===== config.mk =====
export PLATFORM = sky130hd
export DESIGN_NAME = nco_tone_scheduler
export DESIGN_NICKNAME = d
export VERILOG_FILES = /design/src/rtl/nco_tone_scheduler.sv
export SDC_FILE = /design/constraint.sdc
export NUM_CORES = 2
export LEC_CHECK = 0
export CORE_ASPECT_RATIO = 0.6
export CORE_MARGIN = 5
export CORE_UTILIZATION = 41
export CTS_CLUSTER_DIAMETER = 50
export DETAILED_ROUTE_END_ITERATION = 10
export GPL_TIMING_DRIVEN = 0
export MAX_ROUTING_LAYER = met4
export PLACE_DENSITY = 0.56
export SYNTH_ARGS = -nofsm -noshare
export SYNTH_HDL_FRONTEND = slang
export SYNTH_SLANG_ARGS = --single-unit
export TNS_END_PERCENT = 10

===== constraint.sdc =====
create_clock -name clk -period 44.4 [get_ports clk]
set_input_delay 6.66 -clock clk [delete_from_list [all_inputs] [get_ports clk]]
set_output_delay 6.66 -clock clk [all_outputs]
set_load 0.05 [all_outputs]

===== src/rtl/nco_tone_scheduler.sv =====
// ----------------------------------------------------------------------------
// nco_tone_scheduler
//
// Purpose:
//   Steps through a small table of {phase inc A, phase inc B, dwell} entries
//   on the DAC clock and drives the phase-increment inputs and clock enable
//   of the two DAC-path NCOs. This lets multi-tone or frequency-hop patterns
//   play without rebuilding the design. The table can only be written while
//   playback is not running.
//
// Ports:
//   clk          DAC-domain clock (125 MHz)
//   areset       asynchronous reset, active-high (synchronous release upstream)
//   cfg_we       table write strobe (accepted in IDLE/DONE, rejected in PLAY)
//   cfg_addr     table entry to write
//   cfg_inc_a    phase increment for NCO A
//   cfg_inc_b    phase increment for NCO B
//   cfg_dwell    entry duration in clk cycles (0 behaves as 1)
//   cfg_last     index of last entry played, sampled at start
//   loop_en      wrap to entry 0 after the last entry instead of finishing
//   start        begin playback (level, sampled every edge in IDLE)
//   stop         abort playback (wins over start)
//   phi_inc_a    to NCO A phi_inc_i
//   phi_inc_b    to NCO B phi_inc_i
//   nco_clken    to both NCO clken
//   cur_idx      table entry currently driven
//   step_strobe  one-cycle pulse on every entry load
//   busy         high while playing
//   done         one-cycle pulse when playback ends
//   cfg_err      one-cycle pulse when a write was rejected during playback
// ----------------------------------------------------------------------------
module nco_tone_scheduler #(
    parameter int PHW    = 32,
    parameter int DEPTH  = 8,
    parameter int IDXW   = 3,
    parameter int DWELLW = 24
) (
    input  logic              clk,
    input  logic              areset,
    input  logic              cfg_we,
    input  logic [IDXW-1:0]   cfg_addr,
    input  logic [PHW-1:0]    cfg_inc_a,
    input  logic [PHW-1:0]    cfg_inc_b,
    input  logic [DWELLW-1:0] cfg_dwell,
    input  logic [IDXW-1:0]   cfg_last,
    input  logic              loop_en,
    input  logic              start,
    input  logic              stop,
    output logic [PHW-1:0]    phi_inc_a,
    output logic [PHW-1:0]    phi_inc_b,
    output logic              nco_clken,
    output logic [IDXW-1:0]   cur_idx,
    output logic              step_strobe,
    output logic              busy,
    output logic              done,
    output logic              cfg_err
);

    typedef enum logic [1:0] {S_IDLE, S_PLAY, S_DONE} state_t;

    localparam logic [IDXW:0] LAST_MAX = (IDXW+1)'(DEPTH - 1);

    state_t            state;
    logic [PHW-1:0]    tbl_a [DEPTH];
    logic [PHW-1:0]    tbl_b [DEPTH];
    logic [DWELLW-1:0] tbl_d [DEPTH];
    logic [DWELLW-1:0] dwell_cnt;
    logic [IDXW-1:0]   last_idx;

    // Counter reload value: an entry is visible for max(dwell,1) cycles.
    function automatic logic [DWELLW-1:0] dwell_reload(input logic [DWELLW-1:0] d);
        return (d == '0) ? '0 : d - DWELLW'(1);
    endfunction

    // Clamp the requested last index into the table range.
    function automatic logic [IDXW-1:0] clamp_last(input logic [IDXW-1:0] v);
        return ({1'b0, v} > LAST_MAX) ? LAST_MAX[IDXW-1:0] : v;
    endfunction

    logic              wr_en;
    logic              wr_hit0;
    logic [PHW-1:0]    e0_a;
    logic [PHW-1:0]    e0_b;
    logic [DWELLW-1:0] e0_d;
    logic              more_entries;
    logic [IDXW-1:0]   load_idx;

    always_comb begin
        wr_en        = cfg_we && (state != S_PLAY);
        // A write to entry 0 coinciding with start must be seen by that start.
        wr_hit0      = wr_en && (cfg_addr == '0);
        e0_a         = wr_hit0 ? cfg_inc_a : tbl_a[0];
        e0_b         = wr_hit0 ? cfg_inc_b : tbl_b[0];
        e0_d         = wr_hit0 ? cfg_dwell : tbl_d[0];
        more_entries = (cur_idx < last_idx);
        load_idx     = more_entries ? cur_idx + IDXW'(1) : '0;
    end

    always_ff @(posedge clk or posedge areset) begin
        if (areset) begin
            state       <= S_IDLE;
            phi_inc_a   <= '0;
            phi_inc_b   <= '0;
            nco_clken   <= 1'b0;
            cur_idx     <= '0;
            step_strobe <= 1'b0;
            busy        <= 1'b0;
            done        <= 1'b0;
            cfg_err     <= 1'b0;
            dwell_cnt   <= '0;
            last_idx    <= '0;
            for (int i = 0; i < DEPTH; i++) begin
                tbl_a[i] <= '0;
                tbl_b[i] <= '0;
                tbl_d[i] <= '0;
            end
        end else begin
            step_strobe <= 1'b0;
            done        <= 1'b0;
            cfg_err     <= 1'b0;

            if (wr_en) begin
                tbl_a[cfg_addr] <= cfg_inc_a;
                tbl_b[cfg_addr] <= cfg_inc_b;
                tbl_d[cfg_addr] <= cfg_dwell;
            end

            case (state)
                S_IDLE: begin
                    if (start && !stop) begin
                        last_idx    <= clamp_last(cfg_last);
                        phi_inc_a   <= e0_a;
                        phi_inc_b   <= e0_b;
                        dwell_cnt   <= dwell_reload(e0_d);
                        cur_idx     <= '0;
                        step_strobe <= 1'b1;
                        nco_clken   <= 1'b1;
                        busy        <= 1'b1;
                        state       <= S_PLAY;
                    end
                end

                S_PLAY: begin
                    cfg_err <= cfg_we;
                    if (stop || (dwell_cnt == '0 && !more_entries && !loop_en)) begin
                        phi_inc_a <= '0;
                        phi_inc_b <= '0;
                        nco_clken <= 1'b0;
                        busy      <= 1'b0;
                        cur_idx   <= '0;
                        dwell_cnt <= '0;
                        done      <= 1'b1;
                        state     <= S_DONE;
                    end else if (dwell_cnt != '0) begin
                        dwell_cnt <= dwell_cnt - DWELLW'(1);
                    end else begin
                        // Next entry, or wrap to entry 0, with no gap cycle.
                        phi_inc_a   <= tbl_a[load_idx];
                        phi_inc_b   <= tbl_b[load_idx];
                        dwell_cnt   <= dwell_reload(tbl_d[load_idx]);
                        cur_idx     <= load_idx;
                        step_strobe <= 1'b1;
                    end
                end

                S_DONE: begin
                    state <= S_IDLE;
                end

                default: begin
                    state <= S_IDLE;
                end
            endcase
        end
    end

endmodule


==> run metrics <==
nets@finish 3852; startpoint types primary input; Leakage 18.7 nW; dpl ws 32.02 ns; worst vdd ir 0.0330 mV; endpoints failing setup 0; Cells after Synth 3491; clock buffer depth 3; Detailed Place HPWL 96900 um; WHS Path Cells 2; DR WL/cell 26.4 um; Tcrit/Tclk final 27.0%; number of global-route vias before repair 28.8k; core area 94100 sq um; final worst setup slack 32.40 ns; reg2reg start state[0]$_DFFE_PP0P_; I/O pins 172; path depth of the worst reg2reg path 15; largest family of logic cells by synthesized area multiplexers; Top FF cell, synth dfrtp_1; Synth Area in Compound Gates 9.59%; Synth Area per Inst 11.1 sq um; Mapped Area 38900 sq um; Worst-path clk slew 0.06 ns; Fin Clk Skew 0.0188 ns; final setup TNS 0 ns; Clock Latency Late Sink 0.67 ns; Fin. Hold Viols 0; slew margin rel. 0.331%; TritonCTS Buffers 82; Gate power share 43.8%; Final Critical Period 12.00 ns; Switch Pwr 1.44 mW; status complete, but fails checks; hold path startpoint tbl_a[233]$_DFFE_PP0P_; total length of routed wires 134000 um; Post-Synth XOR/XNOR Area 0.920%; drt drc 0; Worst Tran Pin Value 1.50 ns; Routed Antenna Nets 0; worst hold path class reg2reg; failing checks max-capacitance violations; routed vias 29.8k; Vias/cell 5.90; crit-path max FO 10; GPL Wtd Cong 0.976; EDFF count, synth 0; total of max-cap violations 1; Site Rows 87; reg2reg end dwell_cnt[22]$_DFFE_PP0P_; first-pass GRT wire length 199000 um; CTS resizes 0; Pre-antenna DRT Iters 6; critical path class in2reg; Clock Sinks 804; largest net degree at the start of global routing 123; initial antenna violation count 12; Post-Synth Simple-Gate Area 11.1%; Area Growth Syn to Fin 15.8%; Total GRT Usage 26.6%; Seq cells post-synth 804; total power 3.58 mW; clock share of power 19.6%; Crit. End Element flip-flop; sequential-to-total area share from yosys stat 51.7%; Root Driver clkbuf_16; port bufs 159; r2r setup slk 38.62 ns; H-tree Lvls 3; RSZ-0062 raised after global routing false; fraction of registers with async set/reset 100%; sw frac 40.3%; Die Ht 249 um; multiplexer area fraction after synthesis 23.4%; power density cells 79.5 nW/um^2; Arrival @ worst endpoint 12.55 ns; share of layout cells above drive strength 1 23.6%; Yosys warning count 0; Iter 0 DRT Violations 3125; Post-CTS Setup Repair Bufs 0; Post-Syn Nets 3598; internal power 2.14 mW; Hold-fix buffers, CTS 0; fmax 0.0833 GHz; Slew Limit Fails 0; Hold EP tbl_a[233]$_DFFE_PP0P_; Synth cell types 90; required time worst endpoint 44.94 ns; Sequential Power Share 36.6%; grt ovf 0; post-synthesis adder-cell area fraction 0.225%; Die ar. 101000 sq um; die width 408 um; Initial Utilization 41.4%; CTS tree built
## critical path, cell delays in order
cell and delay (ns):
clkdlybuf4s50_1 0.62, or3b_1 0.38, clkbuf_1 0.19, nor3_4 0.56, clkbuf_1 0.53, clkbuf_1 0.85, buf_1 0.58, nand2_1 0.11
nand2_1 0.10, inv_1 0.07, ha_1 0.28, nand4bb_1 0.37, nor3b_1 0.13, xnor2_1 0.70, o221ai_1 0.20, nand3b_1 0.19
## power groups by stage
stage                     Combinational [mW]  Sequential, mW  Clock [mW]
after global routing                    1.67            1.35       0.745
after global placement                  1.51            1.32           0
final                                   1.57            1.31       0.703
after floorplan                        0.934            1.36           0
after detailed placement                1.53            1.31           0
after CTS                               1.53            1.30       0.716
## registers in the layout (all words and copies together) (netlist names)
name,count
busy,1
cfg_err,1
cur_idx,3
done,1
dwell_cnt,24
last_idx,3
phi_inc_a,32
phi_inc_b,32
state,2
step_strobe,1
tbl_a,256
tbl_b,256
tbl_d,192
## final cells by class
| type | count | area, sq um |
|---|---|---|
| clock inverter | 28 | 292 |
| inverter | 30 | 120 |
| antenna | 9 | 22.5 |
| multi-input combinational | 2393 | 17600 |
| buffer | 264 | 1060 |
| timing repair buffer | 170 | 1850 |
| sequential | 804 | 20100 |
| tap | 1246 | 1560 |
| fill | 8716 | 49000 |
| clock buffer | 119 | 2380 |
## layer usage
| layer | track usage, % | share of wire [%] | wire length [um] |
|---|---|---|---|
| met1 | 41.5 | 49 | 66000 |
| met2 | 33.3 | 39 | 51500 |
| met3 | 7.72 | 9.9 | 13300 |
| met4 | 5.88 | 2.1 | 2860 |
| met5 | - | 0 | 0 |
## metrics by stage
stage	cells	hold WS, ns	utilization (%)	area, sq um
2_1_floorplan	3491	0.465	-	38900
3_3_place_gp	4896	0.482	44.7	42100
3_5_place_dp	4907	0.483	45.0	42300
4_1_cts	5054	0.498	47.9	45000
5_1_grt	5061	0.508	47.9	45000
6_report	5063	0.497	47.9	45000
## worst max-delay path by stage
stage | to | cells past startpoint | startpoint
6_report | dwell_cnt[22]$_DFFE_PP0P_ | 16 | cfg_we
5_1_grt | dwell_cnt[18]$_DFFE_PP0P_ | 18 | cfg_we
4_1_cts | dwell_cnt[20]$_DFFE_PP0P_ | 17 | cfg_we
3_5_place_dp | dwell_cnt[1]$_DFFE_PP0P_ | 18 | cfg_we
3_3_place_gp | tbl_d[131]$_DFFE_PP0P_ | 2 | areset
2_1_floorplan | busy$_DFFE_PP0P_ | 1 | areset
## cells in the final DEF (no fill, tap or decap), types with 24 or more instances in the layout
master	Yosys	final
clkbuf_1	193	213
dfrtp_1	804	804
nand2_1	550	550
a311o_1	64	64
o22ai_1	24	24
nor3_1	101	100
mux2i_1	102	102
a22oi_1	71	71
clkdlybuf4s50_1	0	159
inv_1	29	28
mux2_2	688	688
clkbuf_16	0	84
and3_1	71	71
xnor2_1	25	25
nor2_1	127	126
o21ai_0	115	115
a21oi_1	176	176
buf_1	40	40
## synthesized netlist by cell type (all sizes together), types with 5 or more instances
cell type	number	area, sq um
mux2	688	7750
a22oi	71	533
a211o	8	70.1
nor2	128	483
nand3	23	120
a21oi	177	890
clkbuf	194	729
a211oi	11	105
inv	30	113
o211ai	6	45.0
nand2	550	2060
nand2b	8	52.6
dfrtp	804	20100
a311o	64	641
nor4	17	106
a32o	5	50.1
nand4	8	50.1
buf	70	334
o21ai	131	659
xor2	14	123
a31oi	6	37.5
o31ai	6	45.0
and2	8	50.1
ha	7	87.6
and3	71	444
nor3	102	522
mux4	15	338
or3	12	75.1
a21o	5	37.5
mux2i	102	1020
o22ai	24	150
or4	13	101
o21a	6	45.0
xnor2	26	235
or2	7	43.8
## cells by family (layout without fill, tap and decap cells)
group / Yosys count / count (layout)
compound gates: 568 / 568
fa+ha+maj: 7 / 7
other cells: 0 / 9
xor+xnor: 40 / 40
simple gates: 973 / 973
buf+inv: 294 / 611
mux: 805 / 805
flops: 804 / 804
Power figures use the tool's default switching activity.
